<file path="src/rtl/case3_pkg.sv">
// Shared definitions for the case3_pipe slice: lane limits, the single-lane
// result triple and the pure case3 evaluation function.
package case3_pkg;

  localparam int unsigned LANES_MIN = 1;
  localparam int unsigned LANES_MAX = 32;
  localparam int unsigned PCNT_W    = $clog2(LANES_MAX + 1);

  typedef struct packed {
    logic x;
    logic y;
    logic z;
  } case3_bit_t;

  function automatic case3_bit_t case3_eval(
    input logic a, input logic b, input logic c, input logic d,
    input logic e, input logic f, input logic g
  );
    case3_bit_t r;
    logic eg;
    logic ab;
    eg  = e & g;
    ab  = a & b;
    r.x = a & b & c & d & e;
    r.y = b | c | (d ^ f) | (e ^ g);
    r.z = d ? ((eg & ~ab) | (~eg & ~c)) : ((c & ~eg) | (ab & eg));
    return r;
  endfunction

endpackage

</file>
<file path="src/rtl/case3_lane_fn.sv">
// Combinational single-lane case3 evaluator; mode complements all three results.
module case3_lane_fn (
  input  logic a,
  input  logic b,
  input  logic c,
  input  logic d,
  input  logic e,
  input  logic f,
  input  logic g,
  input  logic mode,
  output logic x,
  output logic y,
  output logic z
);
  import case3_pkg::*;

  case3_bit_t r;

  always_comb begin
    r = case3_eval(a, b, c, d, e, f, g);
    x = r.x ^ mode;
    y = r.y ^ mode;
    z = r.z ^ mode;
  end

endmodule

</file>
<file path="src/rtl/case3_pipe.sv">
// Pipelined multi-lane case3 with valid/ready stream and saturating z popcount.
// Optional out_par port enabled by defining CASE3_PIPE_PARITY_EN.
module case3_pipe
  import case3_pkg::*;
#(
  parameter int unsigned LANES  = 4,
  parameter int unsigned STAGES = 2,
  parameter int unsigned CNT_W  = 16
) (
  input  logic             clk,
  input  logic             rst,
  input  logic             in_valid,
  output logic             in_ready,
  input  logic [LANES-1:0] a,
  input  logic [LANES-1:0] b,
  input  logic [LANES-1:0] c,
  input  logic [LANES-1:0] d,
  input  logic [LANES-1:0] e,
  input  logic [LANES-1:0] f,
  input  logic [LANES-1:0] g,
  input  logic             mode,
  output logic             out_valid,
  input  logic             out_ready,
  output logic [LANES-1:0] x,
  output logic [LANES-1:0] y,
  output logic [LANES-1:0] z,
  input  logic             cnt_clr,
  output logic [CNT_W-1:0] z_count
`ifdef CASE3_PIPE_PARITY_EN
  ,
  output logic [LANES-1:0] out_par
`endif
);

  localparam int unsigned SUM_W = CNT_W + PCNT_W;

  typedef struct packed {
    logic [LANES-1:0] x;
    logic [LANES-1:0] y;
    logic [LANES-1:0] z;
`ifdef CASE3_PIPE_PARITY_EN
    logic [LANES-1:0] par;
`endif
  } stage_t;

  logic             advance;
  logic [LANES-1:0] fx, fy, fz;
  stage_t           fn_res;

  for (genvar i = 0; i < LANES; i++) begin : g_lane
    case3_lane_fn u_lane (
      .a(a[i]), .b(b[i]), .c(c[i]), .d(d[i]), .e(e[i]), .f(f[i]), .g(g[i]),
      .mode(mode), .x(fx[i]), .y(fy[i]), .z(fz[i])
    );
  end

  always_comb begin
    fn_res   = '0;
    fn_res.x = fx;
    fn_res.y = fy;
    fn_res.z = fz;
`ifdef CASE3_PIPE_PARITY_EN
    fn_res.par = fx ^ fy ^ fz;
`endif
  end

  // Every stage shifts on the shared advance; stage 0 captures the function cone.
  for (genvar s = 0; s < STAGES; s++) begin : g_stage
    logic   vld_d, vld_q;
    stage_t pay_d, pay_q;

    if (s == 0) begin : g_head
      always_comb begin
        vld_d = advance ? in_valid : vld_q;
        pay_d = advance ? fn_res : pay_q;
      end
    end else begin : g_tail
      always_comb begin
        vld_d = advance ? g_stage[s-1].vld_q : vld_q;
        pay_d = advance ? g_stage[s-1].pay_q : pay_q;
      end
    end

    always_ff @(posedge clk) begin
      if (rst) begin
        vld_q <= 1'b0;
        pay_q <= '0;
      end else begin
        vld_q <= vld_d;
        pay_q <= pay_d;
      end
    end
  end

  always_comb begin
    out_valid = g_stage[STAGES-1].vld_q;
    x         = g_stage[STAGES-1].pay_q.x;
    y         = g_stage[STAGES-1].pay_q.y;
    z         = g_stage[STAGES-1].pay_q.z;
`ifdef CASE3_PIPE_PARITY_EN
    out_par   = g_stage[STAGES-1].pay_q.par;
`endif
    advance   = ~out_valid | out_ready;
    in_ready  = advance;
  end

  logic [CNT_W-1:0]  cnt_d, cnt_q;
  logic [PCNT_W-1:0] z_pop;
  logic [SUM_W-1:0]  sum;

  // Clear applies before the add, so a coincident beat lands on a zero base.
  always_comb begin
    z_pop = PCNT_W'($countones(z));
    sum   = '0;
    cnt_d = cnt_clr ? '0 : cnt_q;
    if (out_valid && out_ready) begin
      sum   = SUM_W'(cnt_d) + SUM_W'(z_pop);
      cnt_d = (sum[SUM_W-1:CNT_W] != '0) ? '1 : sum[CNT_W-1:0];
    end
  end

  always_ff @(posedge clk) begin
    if (rst) cnt_q <= '0;
    else     cnt_q <= cnt_d;
  end

  always_comb z_count = cnt_q;

endmodule

</file>
<file path="config.mk">
export PLATFORM = sky130hd
export DESIGN_NAME = case3_pipe
export DESIGN_NICKNAME = d
export VERILOG_FILES = /design/src/rtl/case3_pkg.sv /design/src/rtl/case3_lane_fn.sv /design/src/rtl/case3_pipe.sv
export SDC_FILE = /design/constraint.sdc
export NUM_CORES = 1
export LEC_CHECK = 0
export ABC_AREA = 1
export BUFFER_PORTS_ARGS = -buffer_cell sky130_fd_sc_hd__buf_2
export CAP_MARGIN = 0
export CORE_MARGIN = 2
export CORE_UTILIZATION = 50
export DETAILED_ROUTE_END_ITERATION = 8
export PLACE_DENSITY = 0.76
export REMOVE_ABC_BUFFERS = 1
export SETUP_SLACK_MARGIN = 0.3
export SLEW_MARGIN = 30
export SYNTH_ARGS = -nofsm -noshare
export SYNTH_HDL_FRONTEND = slang
export SYNTH_HIERARCHICAL = 1
export SYNTH_SLANG_ARGS = --single-unit
export TNS_END_PERCENT = 20
</file>
<file path="constraint.sdc">
create_clock -name clk -period 4.75 [get_ports clk]
set_input_delay 0.95 -clock clk [delete_from_list [all_inputs] [get_ports clk]]
set_output_delay 0.95 -clock clk [all_outputs]
set_load 0.005 [all_outputs]
</file>
# Yosys cells after proc, flatten, opt, wreduce, memory -nomap -nowiden
# Index checks and enable logic that the tools add are counted.
# op_classes
n_addsub	4
multipliers	0
div	0
n_lt_le_gt_ge	0
n_eq_ne	0
shifts	0
mux	7
bitwise	90
n_reduce_logical	2
# ops
operator	count
two-way mux 16 bit	3
AND 1 bit	36
bitwise OR 1 bit	21
XOR 1 bit	20
adder 16 x 3 -> 17 bit	1
inverter 1 bit	13
nonzero test 6 bit	1
adder 1 x 1 -> 2 bit	2
two-way mux 1 bit	4
adder 2 x 2 -> 3 bit	1
logical AND 1 bit	1
# totals
regBits	42
latchBits	0
ramBits	0
rom_bits	0
in_bits	34
wordCells	112
n_memories	0

# Depth between registers and ports, before layout
# Gate-level depths: netlist of the first run.
# depth
depth_word	6
mapped_depth	15
ltp_nobuf	14

# By module
# The synthesis of the first run kept the hierarchy.
# modules_own_cells
mod	instances	cells_per_inst	area_per_inst_um2	seq_area_each_um2
case3_pipe	1	279	1958.1	840.8
case3_lane_fn	4	33	151.4	0.0

# Least setup slack after synthesis of the first run
# No wires, ideal clock.
# synth_path
path_type	in2reg
start	input cnt_clr
end	register cnt_q[12] (netlist: z_count[12])
arrival_time_ns	2.534
t_required_ns	4.633
setup_slack_ns	2.099
path_stages	13
cell_sequence	inv_4 > buf_6 > nand2_1 > fa_1 > inv_1 > fa_1 > nand2_1 > nor2_1 > nand3_2 > nor2_4 > nand2_1 > nor3_1 > nor2_1
# synth_via
elab_chain_len	5
# synth_lines
element	line	source
from (decl)	case3_pipe.sv:27	input logic cnt_clr,
two-way mux 16 bit *	case3_pipe.sv:115	cnt_d = cnt_clr ? '0 : cnt_q;
adder 16 x 3 -> 17 bit	case3_pipe.sv:117	sum = SUM_W'(cnt_d) + SUM_W'(z_pop);
nonzero test 6 bit	case3_pipe.sv:118	cnt_d = (sum[SUM_W-1:CNT_W] != '0) ? '1 : sum[CNT_W-1:0];
two-way mux 16 bit	case3_pipe.sv:118	
two-way mux 16 bit *	case3_pipe.sv:116	if (out_valid && out_ready) begin
to (signal assigned)	case3_pipe.sv:124	else cnt_q <= cnt_d;
to (decl)	case3_pipe.sv:107	logic [CNT_W-1:0] cnt_d, cnt_q;
# Every way passes the cells marked *; elsewhere a longest branch is shown, timed or not.
# A chain may end at the register's enable or synchronous reset.

# Final worst setup path of the first run
# layout_path
start	input out_ready
end	output in_ready
# layout_via
elab_chain_len	1
# layout_lines
element	line	source
from (decl)	case3_pipe.sv:23	input logic out_ready,
bitwise OR 1 bit	case3_pipe.sv:103	advance = ~out_valid | out_ready;
to (decl)	case3_pipe.sv:13	output logic in_ready,
# No other way between the ends.

==> results of run 1 <==
[worst register-to-register path: stages (launching register included)]
cell     delay, ps
dfxtp_1        350
fa_1           540
inv_1           50
fa_1           380
inv_1          100
fa_1           190
nand2_1         60
nor2_1         160
nand3_2        150
nor2_4         190
nand3_2        160
nand3_1        120
nand2_1         50
inv_1           70
[cells in the final DEF, fill, tap and decap left out, types with 3 or more instances in the layout]
| cell type | synthesis | final |
|---|---|---|
| nand3_1 | 24 | 24 |
| ha_1 | 5 | 5 |
| inv_2 | 7 | 7 |
| dfxtp_1 | 42 | 42 |
| fa_1 | 3 | 3 |
| o21ai_0 | 32 | 32 |
| nand4_1 | 6 | 6 |
| clkbuf_8 | 0 | 6 |
| a21oi_1 | 14 | 14 |
| xor2_1 | 7 | 7 |
| xnor2_1 | 6 | 6 |
| nand2_2 | 3 | 3 |
| nand3_2 | 3 | 3 |
| nor2_2 | 4 | 4 |
| nand2_1 | 105 | 105 |
| nor2_1 | 75 | 75 |
| buf_2 | 0 | 63 |
| inv_1 | 55 | 55 |
[layer usage]
layer,part of all wire,up-vias
met5,0,-
met4,0.014,0
met3,0.050,8
met2,0.47,67
met1,0.46,1109
li1,-,1381
[metrics by stage]
stage	total power, W	hold WS [ps]	cell area (um^2)	util
finish	0.000841	464	3060	0.606
CTS	0.000845	462	3060	0.606
floorplan	0.000450	430	2500	-
global route	0.000878	501	3060	0.606
global placement	0.000492	446	2910	0.578
detailed placement	0.000497	449	2910	0.578
[layout make-up]
type | count | area [um^2]
clock inverter | 2 | 60.1
clock buffer | 6 | 82.6
multi-input combinational | 293 | 1420
tap | 70 | 87.6
sequential | 42 | 841
timing repair buffer | 64 | 323
fill | 500 | 1990
inverter | 63 | 239
[flip-flops by register name, summed over array words and instances (netlist names)]
register	count
z	4
g_stage.pay_q	12
out_valid	1
x	4
g_stage.vld_q	1
y	4
z_count	16
[where the power goes]
part,internal (W),switching [W]
combinational,0.0000445,0.0000650
clock,0.000224,0.000128
sequential,0.000370,0.00000897
[kinds of logic (layout without fill, tap and decap cells)]
| kind of cell | after synthesis | in the layout | share of synthesized area |
|---|---|---|---|
| xor+xnor | 13 | 13 | 0.0444 |
| buf+inv | 76 | 135 | 0.117 |
| compound gates | 48 | 48 | 0.0947 |
| flops | 42 | 42 | 0.328 |
| fa+ha+maj | 8 | 8 | 0.0478 |
| simple gates | 224 | 224 | 0.368 |
[how the worst min path moves through the flow]
stage | cells past startpoint | start | slack (ps) | end
2_1_floorplan | 2 | g_stage[0].vld_q | 430 | out_valid
3_3_place_gp | 2 | g_stage[0].vld_q | 450 | g_stage[0].vld_q
3_5_place_dp | 2 | g_stage[0].vld_q | 450 | g_stage[0].vld_q
4_1_cts | 2 | g_stage[0].vld_q | 460 | g_stage[0].vld_q
5_1_grt | 2 | g_stage[0].pay_q[3] | 500 | g_stage[0].pay_q[3]
6_report | 2 | g_stage[0].vld_q | 460 | g_stage[0].vld_q
==> metrics, run 1 <==
Die ar.=5720 um^2; Top FF cell, synth=dfxtp_1; status=complete, no violations; num rows=26; vias in the first global route=2315; # IOs=64; number of DRC markers in iteration 0=90; Congestion Overflow GR=0; Post-synth top cells=105 x nand2_1, 75 x nor2_1, 55 x inv_1; share of cells above drive strength 1=0.198; unrepaired setup endpoints after global routing=no; cts bufs inserted=5; DP HPWL=4.19 mm; crit start category=input port; Setup WS pre-CTS=1720 ps; Most Used Layer, Global Route=met2; Post-CTS Setup Repair Bufs=0; HP Class=reg -> reg; reg2reg end=z_count[10]; clock buffer depth=2; final period utilization=0.591; maximum vdd drop=107 uV; ys async rst share=0; Nets=511; most frequent cell after synthesis=nand2_1; Setup crit end kind=primary output; htree depth=2; Final min period=2810 ps; met3 usage=0.0437; fmax=356 MHz; Sink Count=42; Setup-failing EPs final=0; Final ANT Viol Nets=0; critical path type=in -> out; Layout area overhead=19.2%; crit path to=in_ready; number of synthesized flops with an enable pin=0; power per cell area=275 nW/um^2; P_leak=1.68 nW; worst path required time=3800 ps; Max Cap Viol=0; Core Box Area=5040 um^2; CP delay by family, top=buffers and inverters; Critical R2R Launch=z[0]; M1 GR Usage=0.259; top-area cell type share of the netlist area=0.328; WL final=5.56 mm; Skew-Pair Late Insertion Delay=300 ps; cts hold-fix bufs=0; synthesized area=2560 um^2; final worst slack=1940 ps; first-pass GRT wire length=9.53 mm; setup_tns=0 ps; FF-to-FF setup slack=2130 ps; Post-Synthesis Cells=411; non-filler instance count after layout=540; relative slew slack=0.448; Via Count=2565; register bit total from synthesis=42; GR Layer Usage met2=0.373; top post-synthesis cells by area=dfxtp_1 33%, nand2_1 15%, nor2_1 11%; # DRC=0; Buf+Inv Stages, Crit Path=4; GRT Overall Usage=0.212; IO buf count=63; root buffer cell=clkbuf_8; diodes inserted=0; Worst-path clk slew=80 ps; drt pass-1 iters=4; Cells after DPL=532; worst setup path start=out_ready; Top cell by count, worst path=buf_2; Worst path max stage delay=260 ps; Fin. Hold Viols=0; die height=75.6 um; yosys warns=6; Starting Density=0.508; PostCTS Resize Cnt=0; Synth area leader=dfxtp_1; CTS tree=yes; vias per cell=4.75; Crit path depth=5; gpl congestion=0.990; Mean Syn Cell Area=6.24 um^2; antenna violations before repair=0; pin count of the biggest net entering global routing=33; Die Width=75.6 um; Worst Tran Pin Value=827 ps; sequential area share after synthesis=0.328; Yosys cell types=24; crit path cell chain=buf_2, nor2_1, buf_4, inv_2, buf_2; worst-path fanout max=28; Worst EP arrival=1860 ps; cells on worst reg2reg path=13; Routed WL per cell=10.3 um; max-slew violation count=0; slowest CP cell=buf_4; Worst Clk Skew=9.97 ps
Note: power is estimated with default switching activity, not from simulation.
==> run 2, diff against run 1 <==
--- a/config.mk
+++ b/config.mk
@@ -5,13 +5,13 @@
 export SDC_FILE = /design/constraint.sdc
 export NUM_CORES = 1
 export LEC_CHECK = 0
-export ABC_AREA = 1
+export ABC_AREA = 0
 export BUFFER_PORTS_ARGS = -buffer_cell sky130_fd_sc_hd__buf_2
 export CAP_MARGIN = 0
 export CORE_MARGIN = 2
 export CORE_UTILIZATION = 50
 export DETAILED_ROUTE_END_ITERATION = 8
-export PLACE_DENSITY = 0.76
+export PLACE_DENSITY = 0.77
 export REMOVE_ABC_BUFFERS = 1
 export SETUP_SLACK_MARGIN = 0.3
 export SLEW_MARGIN = 30
==> constraint.sdc (replaced) <==
create_clock -name clk -period 2.9 [get_ports clk]
set_input_delay 0.58 -clock clk [delete_from_list [all_inputs] [get_ports clk]]
set_output_delay 0.58 -clock clk [all_outputs]
set_load 0.005 [all_outputs]
==> run 2 against run 1 <==
Compared with the run above: first-iteration DRC count up 3.3%; register-to-register slack got worse by 1800 ps; highest routed layer unchanged; sequential share of layout area increased by 4.3 points; global-route usage fell by 3.2 points; largest cell class unchanged; synthesized area is 14% lower; routed wire length fell by 23%; critical path type is now reg -> reg; clock skew decreased by 3.4 ps.
==> metrics, run 2 <==
Die ar.=4950 um^2 (-13%); mux cell area share after synthesis=0.00966 (+0.00966); Routed WL per cell=11.6 um (+13%); Post-synth top cells=55 x nand2_1, 42 x dfxtp_1, 30 x a21oi_1; max reg flops=16 (unchanged); # IOs=64 (unchanged); Post-CTS Setup Repair Bufs=0 (unchanged); vias per cell=5.20 (+9.5%); post-synthesis adder-cell area fraction=0.0557 (+0.00785); HP Class=reg -> reg; crit start category=flip-flop; max-slew violation count=0 (unchanged); diodes inserted=0 (unchanged); CP delay by family, top=adder cells; worst-path fanout max=8 (-71%); Max Cap Viol=0 (unchanged); status=complete, no violations; P_leak=1.14 nW (-32%); register bit total from synthesis=42 (unchanged); antenna violations before repair=0 (unchanged); CTS tree=yes; cts hold-fix bufs=0 (unchanged); setup_tns=0 ps (unchanged); IO buf count=63 (unchanged); relative slew slack=0.582 (+0.133); post-layout util=0.616 (+0.0103); Worst Clk Skew=6.60 ps (-3.37 ps); Sink Count=42 (unchanged); fmax=396 MHz; Skew-Pair Late Insertion Delay=290 ps (about the same); xor/xnor share of the synthesized area=0.127 (+0.0829); non-filler instance count after layout=369 (-32%); maximum vdd drop=268 uV (+150%); Layout area overhead=20.2%; top-area cell type share of the netlist area=0.382 (+0.0539); cts bufs inserted=5 (unchanged); Top FF cell, synth=dfxtp_1; Top cell by count, worst path=fa_1; top post-synthesis cells by area=dfxtp_1 38%, nand2_1 9.4%, xnor2_1 8.8%; vias in the first global route=1711 (-26%); Fin. Hold Viols=0 (unchanged); Setup-failing EPs final=0 (unchanged); post-synthesis compound-gate area fraction=0.140 (+0.0451); DP HPWL=3.28 mm (-22%); Final ANT Viol Nets=0 (unchanged); Buf+Inv Stages, Crit Path=2 (-2); Core Box Area=4290 um^2 (-15%); commonest non-fill, non-tap cell in the layout=buf_2; htree depth=2 (unchanged); slowest CP cell=fa_1; Worst Tran Pin Value=628 ps (-199 ps); number of DRC markers in iteration 0=93 (+3.3%); num rows=24 (-7.7%); Synth area leader=dfxtp_1; most frequent cells in the layout=63 x buf_2, 55 x nand2_1, 42 x dfxtp_1, 30 x a21oi_1, 22 x xnor2_1; Starting Density=0.513 (+0.00438); critical path type=reg -> reg; Mean Syn Cell Area=8.60 um^2 (+38%); synthesized area=2200 um^2 (-14%); Post-Synthesis Cells=256 (-38%); number of synthesized flops with an enable pin=0 (unchanged); pin count of the biggest net entering global routing=37 (+12%); crit path cell chain=fa_1, inv_1, fa_1, inv_1, fa_1, and4_4, nand3_2, or2_4, o21ai_2; clock buffer depth=2 (unchanged); main combinational cell family by area after synthesis=simple AND/OR/NAND/NOR gates; # DRC=0 (unchanged); WL final=4.28 mm (-23%); unrepaired setup endpoints after global routing=yes; ys async rst share=0 (unchanged); first-pass GRT wire length=7.30 mm (-23%); worst path required time=3130 ps (-670 ps); GRT Overall Usage=0.180 (-0.0319); Yosys cell types=42 (+75%); Via Count=1920 (-25%); Worst path max stage delay=530 ps (+270 ps); Cells after DPL=361 (-32%); Final min period=2530 ps; Worst EP arrival=2750 ps (+890 ps); final period utilization=0.871; Simple-Gate Fraction of Synth Area=0.245 (-0.123); gpl congestion=0.832 (-16%); final instance area=2650 um^2 (-13%); Die Width=70.4 um (-6.9%); share of cells above drive strength 1=0.306 (+0.108); drt pass-1 iters=4 (unchanged); most frequent cell after synthesis=nand2_1; Placed Area=2540 um^2 (-13%); Worst-path clk slew=80 ps (about the same); power per cell area=462 nW/um^2 (+68%); sequential area share after synthesis=0.382 (+0.0539); root buffer cell=clkbuf_8; Setup crit end kind=flip-flop; Congestion Overflow GR=0 (unchanged); yosys warns=6 (unchanged); Nets=358 (-30%); die height=70.4 um (-6.9%)
==> run 2: cell count changes in the layout (fill, tap and decap cells not counted), moves of 16 or more <==
cell	delta
a21oi_1	+16
nand2_1	-50
nand3_1	-18
o21ai_0	-31
inv_1	-49
nor2_1	-67
xnor2_1	+16
==> run 2: worst paths after layout <==
path,start,end,slack [ps],cells past startpoint
hold / removal,g_stage[0].pay_q[2],g_stage[0].pay_q[2],450,2
setup reg to reg,z[0],z_count[8],370,9
hold reg to reg,g_stage[0].pay_q[2],g_stage[0].pay_q[2],450,2
setup / recovery,z[0],z_count[8],370,9
==> run 2: cell families (layout without fill, tap and decap cells) <==
family,count (synthesis),in the layout
xor gates and xnor gates,32,32
AOI/OAI and AO/OA,50,50
DFF,42,42
adders and majority gates,8,8
buffers and inverters,19,80
muxes,2,2
and+or+nand+nor,103,103
==> run 2: report_power, final <==
| group | total [W] | internal, W | switching, W |
|---|---|---|---|
| clock | 0.000448 | 0.000258 | 0.000190 |
| combinational | 0.000156 | 0.0000731 | 0.0000829 |
| sequential | 0.000618 | 0.000604 | 0.0000142 |
==> run 2: tightest hold or removal path, delay by kind of cell, from the launching register on <==
| kind | cells | cell delay (ps) |
|---|---|---|
| AO/OA/AOI/OAI | 1 | 50 |
| flip-flops | 1 | 310 |
| AND/OR/NAND/NOR | 1 | 50 |
==> run 2: what timing repair did <==
item | in CTS | in global routing
hold endpoints to repair | 0 | 0
endpoints found under the setup margin | 8 | 10
resized for setup | 1 | 0
==> run 2: metrics by stage <==
| step | power (W) | setup slack (ps) | hold WS (ps) |
|---|---|---|---|
| 4_1_cts | 0.00124 | 367 | 455 |
| 3_5_place_dp | 0.000790 | 254 | 445 |
| 5_1_grt | 0.00128 | 228 | 467 |
| 6_report | 0.00122 | 374 | 451 |
| 3_3_place_gp | 0.000784 | 314 | 435 |
| 2_1_floorplan | 0.000720 | 36.0 | 426 |
==> run 2: layer usage <==
| metal | GRT usage | vias to the layer above | wire length (um) |
|---|---|---|---|
| met5 | 0 | - | 0 |
| met4 | 0.0705 | 0 | 63 |
| met3 | 0.0534 | 7 | 290 |
| met2 | 0.289 | 49 | 1990 |
| met1 | 0.227 | 882 | 1940 |
| li1 | - | 982 | - |
==> run 2: area by class of cell <==
| type | count | area, um^2 |
|---|---|---|
| clock buffer | 7 | 76.3 |
| clock inverter | 1 | 30.0 |
| fill | 411 | 1650 |
| inverter | 7 | 26.3 |
| multi-input combinational | 195 | 1280 |
| sequential | 42 | 841 |
| tap | 52 | 65.1 |
| timing repair buffer | 65 | 330 |
